<file path="config.mk">
export PLATFORM = sky130hd
export DESIGN_NAME = img_byte_packer_flat
export DESIGN_NICKNAME = d
export VERILOG_FILES = /design/src/rtl/img_stream_pkg.sv /design/src/rtl/img_byte_packer_if.sv /design/src/rtl/img_byte_packer.sv /design/src/flat_wrapper.sv
export SDC_FILE = /design/constraint.sdc
export NUM_CORES = 1
export LEC_CHECK = 0
export CAP_MARGIN = 40
export CORE_UTILIZATION = 40
export CTS_CLUSTER_DIAMETER = 100
export CTS_CLUSTER_SIZE = 28
export DETAILED_ROUTE_END_ITERATION = 16
export GPL_ROUTABILITY_DRIVEN = 0
export PLACE_DENSITY = 0.65
export SYNTH_ARGS = -nofsm -noshare
export SYNTH_HDL_FRONTEND = slang
export SYNTH_SLANG_ARGS = --single-unit
export TNS_END_PERCENT = 50
</file>
<file path="constraint.sdc">
create_clock -name clock -period 1.6 [get_ports clock]
set_input_delay 0.32 -clock clock [delete_from_list [all_inputs] [get_ports clock]]
set_output_delay 0.32 -clock clock [all_outputs]
set_load 0.01 [all_outputs]
</file>
<file path="src/rtl/img_stream_pkg.sv">
// Shared stream definitions for the byte packer and the 32-bit image model stage.
package img_stream_pkg;

    localparam int BYTE_W         = 8;
    localparam int WORD_W         = 32;
    localparam int BYTES_PER_WORD = 4;
    localparam int CNT_W          = $clog2(BYTES_PER_WORD);

    typedef logic [BYTES_PER_WORD-1:0]             keep_t;
    typedef logic [BYTE_W-1:0]                     pix_byte_t;
    typedef logic [WORD_W-1:0]                     word_t;
    typedef logic [CNT_W-1:0]                      cnt_t;
    // lanes[i] is the i-th byte of a word in arrival order
    typedef logic [BYTES_PER_WORD-1:0][BYTE_W-1:0] lanes_t;

    typedef struct packed {
        word_t data;
        keep_t keep;
        logic  last;
    } out_word_t;

    // Mask with lanes 0..last_lane set (low-order lanes, arrival order).
    function automatic keep_t keep_upto(input cnt_t last_lane);
        keep_t k;
        k = '0;
        for (int i = 0; i < BYTES_PER_WORD; i++) begin
            if (i <= int'(last_lane)) k[i] = 1'b1;
        end
        return k;
    endfunction

    // Place arrival-ordered lanes into the output word.
    // little=1: first byte in [7:0]; little=0: first byte in [31:24].
    function automatic word_t order_lanes(input lanes_t lanes, input bit little);
        word_t w;
        w = '0;
        for (int i = 0; i < BYTES_PER_WORD; i++) begin
            if (little) w[i*BYTE_W +: BYTE_W] = lanes[i];
            else        w[(BYTES_PER_WORD-1-i)*BYTE_W +: BYTE_W] = lanes[i];
        end
        return w;
    endfunction

endpackage

</file>
<file path="src/rtl/img_byte_packer_if.sv">
// Byte-in / word-out stream bundle for img_byte_packer.
// slave = the packer itself, master = the surrounding source/sink.
interface img_byte_packer_if;
    import img_stream_pkg::*;

    pix_byte_t in_data;
    logic      in_valid;
    logic      in_last;
    logic      upstream_stall;

    word_t     out_data;
    logic      out_valid;
    keep_t     out_keep;
    logic      out_last;
    logic      downstream_stall;

    modport slave (
        input  in_data, in_valid, in_last, downstream_stall,
        output upstream_stall, out_data, out_valid, out_keep, out_last
    );

    modport master (
        output in_data, in_valid, in_last, downstream_stall,
        input  upstream_stall, out_data, out_valid, out_keep, out_last
    );

endinterface

</file>
<file path="src/rtl/img_byte_packer.sv">
// Packs an 8-bit byte stream into 32-bit words with keep mask and frame-last.
// cnt==0 is the idle state, 1..3 means a partial word is being accumulated.
module img_byte_packer
    import img_stream_pkg::*;
#(
    parameter bit LITTLE_ENDIAN = 1'b1
) (
    input  logic             clock,
    input  logic             reset,
    img_byte_packer_if.slave bus
);

    cnt_t      cnt,       cnt_nxt;
    lanes_t    part,      part_nxt;
    out_word_t out_q,     out_nxt;
    logic      out_vld_q, out_vld_nxt;

    logic      ends_word;
    logic      accept;
    logic      complete;
    lanes_t    done_lanes;

    // The offered byte would close the current word (full or frame end).
    assign ends_word = (cnt == cnt_t'(BYTES_PER_WORD-1)) || bus.in_last;

    // Only completing bytes need the output register, so only they stall.
    // Forced low during reset so nothing upstream waits on a word being discarded.
    assign bus.upstream_stall = reset && out_vld_q && bus.downstream_stall &&
                                bus.in_valid && ends_word;

    // Next-state: byte accumulation, word completion and output drain.
    always_comb begin
        cnt_nxt     = cnt;
        part_nxt    = part;
        out_nxt     = out_q;
        out_vld_nxt = out_vld_q;
        done_lanes  = part;

        accept   = bus.in_valid && !bus.upstream_stall;
        complete = accept && ends_word;

        // Drain without a new word -> bubble
        if (out_vld_q && !bus.downstream_stall) begin
            out_vld_nxt = 1'b0;
        end

        if (complete) begin
            // Lanes above cnt are still zero: the partial word is cleared on
            // every completion and on reset, and only lane cnt is ever written.
            done_lanes[cnt] = bus.in_data;
            out_nxt.data    = order_lanes(done_lanes, LITTLE_ENDIAN);
            // keep always counts lanes from bit 0 in arrival order
            out_nxt.keep    = keep_upto(cnt);
            out_nxt.last    = bus.in_last;
            out_vld_nxt     = 1'b1;
            cnt_nxt         = '0;
            part_nxt        = '0;
        end else if (accept) begin
            part_nxt[cnt] = bus.in_data;
            cnt_nxt       = cnt + 1'b1;
        end
    end

    // State and output registers with synchronous active-low reset.
    always_ff @(posedge clock) begin
        if (!reset) begin
            cnt       <= '0;
            part      <= '0;
            out_q     <= '0;
            out_vld_q <= 1'b0;
        end else begin
            cnt       <= cnt_nxt;
            part      <= part_nxt;
            out_q     <= out_nxt;
            out_vld_q <= out_vld_nxt;
        end
    end

    assign bus.out_data  = out_q.data;
    assign bus.out_keep  = out_q.keep;
    assign bus.out_last  = out_q.last;
    assign bus.out_valid = out_vld_q;

endmodule

</file>
<file path="src/flat_wrapper.sv">
// flat-port wrapper written by rule: the top's interface ports become plain ports
module img_byte_packer_flat import img_stream_pkg::*;
#(
    parameter bit LITTLE_ENDIAN = 1'b1
)
  (clock, reset, bus_in_data, bus_in_valid, bus_in_last, bus_downstream_stall, bus_upstream_stall, bus_out_data, bus_out_valid, bus_out_keep, bus_out_last);
  img_byte_packer_if bus_i ();
  input  logic clock;
  input  logic reset;
  input wire logic [$bits(bus_i.in_data)-1:0] bus_in_data;
  input wire logic [$bits(bus_i.in_valid)-1:0] bus_in_valid;
  input wire logic [$bits(bus_i.in_last)-1:0] bus_in_last;
  input wire logic [$bits(bus_i.downstream_stall)-1:0] bus_downstream_stall;
  output wire logic [$bits(bus_i.upstream_stall)-1:0] bus_upstream_stall;
  output wire logic [$bits(bus_i.out_data)-1:0] bus_out_data;
  output wire logic [$bits(bus_i.out_valid)-1:0] bus_out_valid;
  output wire logic [$bits(bus_i.out_keep)-1:0] bus_out_keep;
  output wire logic [$bits(bus_i.out_last)-1:0] bus_out_last;
  assign bus_i.in_data = bus_in_data;
  assign bus_i.in_valid = bus_in_valid;
  assign bus_i.in_last = bus_in_last;
  assign bus_i.downstream_stall = bus_downstream_stall;
  assign bus_upstream_stall = bus_i.upstream_stall;
  assign bus_out_data = bus_i.out_data;
  assign bus_out_valid = bus_i.out_valid;
  assign bus_out_keep = bus_i.out_keep;
  assign bus_out_last = bus_i.out_last;
  img_byte_packer #(.LITTLE_ENDIAN(LITTLE_ENDIAN)) u_core (.clock(clock), .reset(reset), .bus(bus_i));
endmodule
</file>
Yosys cells after proc, flatten, opt, wreduce, memory -nomap -nowiden
Index checks and enable logic that the tools add are counted.
{"block": "classes", "addsub": 1, "magnitude_cmp": 5, "n_eq_ne": 1, "mux": 8, "n_bitwise": 1, "reduce_logical": 13}
{"op": "32-bit bitwise mux", "n": 1}
{"op": "8-bit demux with 2-bit select", "n": 1}
{"op": "1-bit logical AND", "n": 8}
{"op": "8-bit 2-to-1 mux", "n": 1}
{"op": "1-bit 2-to-1 mux", "n": 5}
{"op": "2-bit less-or-equal comparator, first input constant", "n": 2}
{"op": "2-bit by 3-bit less-than comparator with 1-bit output, second input constant", "n": 1}
{"op": "2-bit by 1-bit adder with 2-bit output, second input constant", "n": 1}
{"op": "2-bit == test, second input constant", "n": 1}
{"op": "2-bit by 1-bit greater-or-equal comparator with 1-bit output, second input constant", "n": 1}
{"op": "1-bit by 2-bit less-or-equal comparator with 1-bit output, first input constant", "n": 1}
{"op": "1-bit logical NOT", "n": 2}
{"op": "2-bit nonzero test", "n": 1}
{"op": "2-bit OR reduction", "n": 1}
{"op": "1-bit logical OR", "n": 1}
{"op": "1-bit inverter", "n": 1}
{"block": "totals", "ff_bits": 72, "inputBits": 13, "out_inout_bits": 39, "wordCells": 38}

Longest topological paths before layout
Gate-level depths: netlist (run 1).
{"block": "depth", "ltp_word": 8, "ltp_mapped": 7, "mapped_depth_nobuf": 5}

Worst setup path after synthesis (run 1)
No wires, ideal clock.
{"block": "synth_timing", "path_kind": "reg2reg", "start": "register u_core.cnt[1]", "end": "register u_core.out_q (netlist bit u_core.bus.out_data[17])", "setup_ns": 0.068, "arrival_ns": 1.513, "required_ns": 1.532, "path_slack_ns": 0.019, "stages_incl_launch_ff": 7, "path_buffers": 2, "period_less_slack_ns": 1.581, "path_cell_list": "dfxtp_1 -> ha_1 -> o21ai_1 -> or3b_1 -> buf_2 -> buf_6 -> o2bb2ai_2"}
{"block": "synth_via", "elab_chain_len": 6, "elab_cells_between_ends": 12, "classes_between": "order compare: 2; eq/ne: 1; mux: 3; reduce/logical: 6"}
{"item": "start: declaration", "line_no": "img_byte_packer.sv:13", "source": "cnt_t cnt, cnt_nxt;"}
{"item": "start signal: assignment", "line_no": "img_byte_packer.sv:72", "source": "cnt <= cnt_nxt;"}
{"item": "parallel branches: the longest is 6 deep, another holds 2-bit by 3-bit less-than comparator with 1-bit output"}
{"item": "end signal: assignment", "line_no": "img_byte_packer.sv:74", "source": "out_q <= out_nxt;"}
{"item": "end: declaration", "line_no": "img_byte_packer.sv:15", "source": "out_word_t out_q, out_nxt;"}
Parallel ways; which one is timed is not known.
A chain may end at the register's enable or synchronous reset.

Final worst setup path (run 1)
{"block": "layout_timing", "start": "register u_core.out_q (netlist bit u_core.bus.out_data[22])", "end": "output port bus_out_data[22]"}
{"item": "end: declaration", "line_no": "flat_wrapper.sv:15", "source": "output wire logic [$bits(bus_i.out_data)-1:0] bus_out_data;"}
No word-level cell between the ends.

==> results of run 1 <==
[flip-flops by register name, summed over array words and instances (netlist names)]
name / flops
u_core.bus.out_data: 32
u_core.part: 32
u_core.bus.out_keep: 4
u_core.cnt: 2
u_core.bus.out_last: 1
u_core.bus.out_valid: 1
[worst paths after layout]
check,startpoint,end,slack [ns]
worst min register to register,u_core.bus.out_keep[0],u_core.bus.out_keep[0],0.46
worst min-delay path,u_core.bus.out_keep[0],u_core.bus.out_keep[0],0.46
worst max register to register,u_core.cnt[0],u_core.bus.out_data[26],0.07
worst max-delay path,u_core.bus.out_data[22],bus_out_data[22],0.05
[per-layer routing]
| layer | track usage | vias up | wire [um] |
|---|---|---|---|
| met4 | 0.0765 | 0 | 74 |
| met2 | 0.289 | 63 | 3370 |
| li1 | - | 1232 | - |
| met1 | 0.272 | 1185 | 3410 |
| met5 | 0 | - | 0 |
| met3 | 0.0499 | 5 | 389 |
[kinds of logic after synthesis]
family / after synthesis / share of synthesized area
compound gates: 109 / 0.265
fa+ha+maj: 5 / 0.0204
buf+inv: 39 / 0.0571
flops: 72 / 0.470
mux: 32 / 0.104
simple gates: 51 / 0.0832
[area by class of cell]
cell class | count | share of cell area
sequential | 72 | 0.358
inverter | 5 | 0.00465
clock buffer | 13 | 0.0369
timing repair buffer | 75 | 0.200
tap | 99 | 0.0307
clock inverter | 3 | 0.00434
multi-input combinational | 197 | 0.365
[worst reg2reg max path, stage by stage (launching register included)]
cell       delay, ns
dfxtp_2         0.36
ha_4            0.16
o21ai_2         0.06
buf_4           0.13
or3b_4          0.39
buf_6           0.19
o2bb2ai_2       0.16
[placed cells by master, fill, tap and decap left out, types with 3 or more instances in the layout]
cell type         n
o2bb2ai_2        18
dlygate4sd2_1     4
ha_1              4
dfxtp_2           3
clkbuf_1          3
buf_12            5
nand2_1           7
o21ai_0          34
buf_4            17
mux2i_1          32
nand3_1          35
dlymetal6s2s_1   20
clkbuf_8         10
clkdlybuf4s50_1  26
inv_1             5
a21oi_1          34
dfxtp_1          69
and2_1            3
o2bb2ai_1        18
[metrics by stage]
| stage | worst slack (ns) | power (W) |
|---|---|---|
| after detailed placement | -0.335 | 0.00232 |
| after CTS | 0.000529 | 0.00357 |
| after global routing | -0.00487 | 0.00370 |
| after global placement | -0.362 | 0.00232 |
| after floorplan | 0.0192 | 0.00214 |
| final | 0.0510 | 0.00353 |
[power groups by stage]
| stage | logic, W | registers, W | clock network (W) |
|---|---|---|---|
| floorplan | 0.000227 | 0.00191 | 0 |
| global placement | 0.000415 | 0.00190 | 0 |
| detailed placement | 0.000420 | 0.00190 | 0 |
| CTS | 0.000420 | 0.00186 | 0.00129 |
| global route | 0.000457 | 0.00187 | 0.00137 |
| finish | 0.000421 | 0.00186 | 0.00124 |
[repair_timing]
item                                    4_1_cts  5_1_grt
setup buffers                                 0        0
pin swaps                                     1        0
endpoints found under the setup margin       40       38
resized for setup                            14       25
endpoints found under the hold margin         0        0
==> impl_metrics.ini, run 1 <==
[status]
run_status = finished clean

[die]
ios = 52
core-area_mm2 = 0.00733
fp.dieH_um = 89.6
die-area_mm2 = 0.00802
start_util = 0.418
row_count = 31
die_w_um = 89.6

[timing]
finalSetupViolations = 0
finalCriticalPeriod_ns = 1.55
final.setup.tns_ns = 0
max-slew-margin-rel = 0.698
fin_skew_ns = 0.00695
finalMaxSlewViolations = 0
worst_slew_pin_slew_ns = 0.451
fin_crit_sh = 0.968
fmax_ghz = 0.646
hold_viol = 0
hold_ws_ns = 0.456

[final_layout]
drive_gt1_frac = 0.178
n_fill_cell = 665
regArea_mm2 = 0.00145
num_antenna_cells = 0
final_nets = 378
final_area_mm2 = 0.00403
layoutNonFillerInstCount = 464
post-route-util = 0.550
multi_input_area_mm2 = 0.00147
syn2layout_area_growth_pct = 31.5

[detailed_routing]
via_per_inst = 5.36
ant_nets = 0
wl_per_cell_um = 15.6
drc = 0
first_pass_iters = 4
postRouteWirelength_um = 7250
num_vias = 2485
dr.first_iter.drc_count = 142

[synthesis]
synth.distinct_cells = 23
ys.flop_type = dfxtp_1
synth-seq-cells = 72
syn_inst = 308
async_flop_share = 0
syn_nets = 326
synth_common_cells = 72 x dfxtp_1, 35 x nand3_1, 34 x a21oi_1, 34 x o21ai_0, 32 x mux2i_1
synth_top_area_cell = dfxtp_1
yosysWarnings = 0
synth_edf_count = 0
synth_area_leaders = dfxtp_1 47%, mux2i_1 10%, o2bb2ai_2 8.8%
avgSynthCellArea_um2 = 9.96
seq_area_frac_synth = 0.470
syn_area_mm2 = 0.00307
yosysMostFrequentCell = dfxtp_1
synth_top_area_share = 0.470

[setup_path]
worst_setup_path_start_kind = register
path_buf_inv = 1
critPathCaptureType = output pin
critPathKind = reg -> out
path_depth = 1
path_cells = clkdlybuf4s50_1
crit_family = buffers and inverters
crit_required_ns = 1.28
cp_slowest_stage_delay_ns = 0.54
r2r_cells = 6
cp.arrival_ns = 1.23
cpMaxStageDelayCell = clkdlybuf4s50_1
crit_fanout = 2

[placement]
postPlaceCellArea_mm2 = 0.00379
io_buffers = 51
place_inst = 448
hpwlAfterDp_um = 4710

[cts]
cts-root-buf = clkbuf_8
clkTransAtPathRegs_ns = 0.07
cts_tree = done
clock-sinks = 72
numCtsBuffers = 9
clock_path_buffers = 2
holdBufCountCts = 0
clock_latency_ns = 0.35
htreeDepth = 3

[grt]
grt_max_degree = 35
antenna_found_initial = 0
grtUsageTotal = 0.195
grt_pass1_vias = 2341
overflow = 0
grt_pass1_wl_um = 11600

[power_and_ir_drop]
p_switching_w = 0.000897
power_frac_comb = 0.119
p_int_w = 0.00263
swShare = 0.254
power_density_mw_per_mm2 = 875
clkPwrFrac = 0.352
peakVddDrop_mv = 0.418
p_leak_nw = 1.73
seq_power_share = 0.528

[min_path]
whs_path_depth = 2
min_path_type = reg -> reg

[flow_run]
cap_violations = 0
(Power assumes the default switching activity.)
==> run 2: changes to the inputs <==
--- a/config.mk
+++ b/config.mk
@@ -6,12 +6,13 @@
 export NUM_CORES = 1
 export LEC_CHECK = 0
 export CAP_MARGIN = 40
-export CORE_UTILIZATION = 40
+export CORE_UTILIZATION = 47
 export CTS_CLUSTER_DIAMETER = 100
 export CTS_CLUSTER_SIZE = 28
 export DETAILED_ROUTE_END_ITERATION = 16
 export GPL_ROUTABILITY_DRIVEN = 0
-export PLACE_DENSITY = 0.65
+export PLACE_DENSITY = 0.75
+export SETUP_SLACK_MARGIN = 0.3
 export SYNTH_ARGS = -nofsm -noshare
 export SYNTH_HDL_FRONTEND = slang
 export SYNTH_SLANG_ARGS = --single-unit
==> impl_metrics.ini, run 2 (synthesis results as in run 1) <==
[setup_path]
timing.rr.end = u_core.bus.out_data[31]
reg2reg_from = u_core.cnt[1]
crit_fanout = 17
critPathKind = in -> reg
worst_setup_path_start_kind = input port
cp.arrival_ns = 1.84
cpMaxStageDelayCell = clkdlybuf4s50_1
crit_required_ns = 1.87
r2r_cells = 6
cp_slowest_stage_delay_ns = 0.44
r2r_slack_ns = 0.03
path_cells = clkdlybuf4s50_1 > buf_6 > and2_4 > or3b_4 > buf_12 > o2bb2ai_1
critPathCaptureType = register
crit_family = buffers and inverters
path_buf_inv = 3

[timing]
rsz0062_at_grt = yes
hold_viol = 0
finalCriticalPeriod_ns = 1.57
finalMaxSlewViolations = 0
worst_slew_pin_slew_ns = 0.458
finalSetupViolations = 0
final.setup.tns_ns = 0
fmax_ghz = 0.637
fin_crit_sh = 0.982
fin_skew_ns = 0.00581
max-slew-margin-rel = 0.693

[cts]
htreeDepth = 3
cts_tree = done
numCtsBuffers = 9
clkTransAtPathRegs_ns = 0.07
holdBufCountCts = 0
clock_path_buffers = 2
clock_latency_ns = 0.34
cts-root-buf = clkbuf_8
clock-sinks = 72

[min_path]
min_path_type = reg -> reg
hold_end = u_core.bus.out_keep[0]
whs_path_depth = 2
min_from = u_core.bus.out_keep[0]

[placement]
hpwlAfterDp_um = 4850
io_buffers = 51
postPlaceCellArea_mm2 = 0.00384

[final_layout]
final_nets = 388
multi_input_area_mm2 = 0.00160
post-route-util = 0.675
n_fill_cell = 490
final_area_mm2 = 0.00426
regArea_mm2 = 0.00145
syn2layout_area_growth_pct = 39.0
drive_gt1_frac = 0.278
most-common-layout-cells = 69 x dfxtp_1, 34 x nand3_1, 31 x a21oi_1
num_antenna_cells = 0
layout_commonest_cell = dfxtp_1

[detailed_routing]
num_vias = 2645
first_pass_iters = 4
postRouteWirelength_um = 8060
dr.first_iter.drc_count = 250
wl_per_cell_um = 17.9
drc = 0
via_per_inst = 5.86
ant_nets = 0

[grt]
use_met2 = 0.378
grt_pass1_wl_um = 12300
antenna_found_initial = 0
overflow = 0
grt_max_degree = 35
grt_pass1_vias = 2447
use_met1 = 0.319
grt_util_met3 = 0.0481
busiest_layer = met2
grtUsageTotal = 0.247

[power_and_ir_drop]
p_switching_w = 0.000923
seq_power_share = 0.488
clkPwrFrac = 0.385
swShare = 0.242
p_leak_nw = 1.69
power_frac_comb = 0.126
power_density_mw_per_mm2 = 894
p_int_w = 0.00289
peakVddDrop_mv = 0.558

[status]
run_status = finished clean

[die]
fp.dieH_um = 82.8
die_w_um = 82.8
core-area_mm2 = 0.00631
die-area_mm2 = 0.00685
start_util = 0.486
ios = 52
row_count = 29

[flow_run]
cap_violations = 0
[run 2: cell count changes in the layout (fill, tap and decap cells not counted), moves of 4 or more]
cell and delta:
buf_6 +5, clkdlybuf4s50_1 -16, dlygate4sd2_1 +26, dlymetal6s2s_1 -16
mux2i_1 -4, mux2i_2 +4, o21ai_0 -16, o21ai_1 +11
o21ai_2 +4, o2bb2ai_1 -5, o2bb2ai_2 +5
[run 2: cell type report]
cell class	instances	share of cell area
Sequential cell	72	0.340
Tap cell	77	0.0226
Timing Repair Buffer	85	0.209
Inverter	5	0.00440
Multi-Input combinational cell	197	0.376
Clock inverter	3	0.00940
Clock buffer	12	0.0388
[run 2: routing by layer]
metal,vias to the layer above,part of all wire
met5,-,0
met4,0,0.031
met3,21,0.083
met2,124,0.48
met1,1254,0.41
li1,1246,-
[run 2: tightest hold or removal path: stages, from the launching register on]
cell	delay, ns
dfxtp_1	0.31
nand2_1	0.05
nand2_1	0.04
[run 2: stage by stage]
stage          hold slack [ns]  std cells  setup WS, ns  power [W]
6_report                 0.447        451        0.0294    0.00381
5_1_grt                  0.469        451       -0.0202    0.00395
4_1_cts                  0.454        448        0.0421    0.00379
3_5_place_dp             0.442        430        -0.393    0.00233
3_3_place_gp             0.437        430        -0.423    0.00232
2_1_floorplan            0.447        308         0.191    0.00215
[run 2: worst max-delay path by stage]
stage                                     from  slack (ns)                       to  depth (start not counted)
after floorplan                  u_core.cnt[1]        0.19  u_core.bus.out_data[15]                          6
after global placement             bus_in_last       -0.42       bus_upstream_stall                          4
after detailed placement           bus_in_last       -0.39       bus_upstream_stall                          4
after CTS                        u_core.cnt[1]        0.04       bus_upstream_stall                          4
after global routing             u_core.cnt[1]       -0.02            u_core.cnt[1]                          6
final                     bus_downstream_stall        0.03  u_core.bus.out_data[31]                          6
[run 2: what timing repair did]
action,in CTS,in global routing
buffers inserted,2,0
gates cloned,1,3
endpoints found under the setup margin,111,108
pin swaps,3,1
resized for setup,72,35
[run 2: power groups by stage]
stage / sequential [W] / clock (W) / combinational [W]
final: 0.00186 / 0.00147 / 0.000482
after global routing: 0.00187 / 0.00157 / 0.000518
after global placement: 0.00190 / 0 / 0.000425
after CTS: 0.00186 / 0.00149 / 0.000449
after detailed placement: 0.00190 / 0 / 0.000433
after floorplan: 0.00191 / 0 / 0.000242
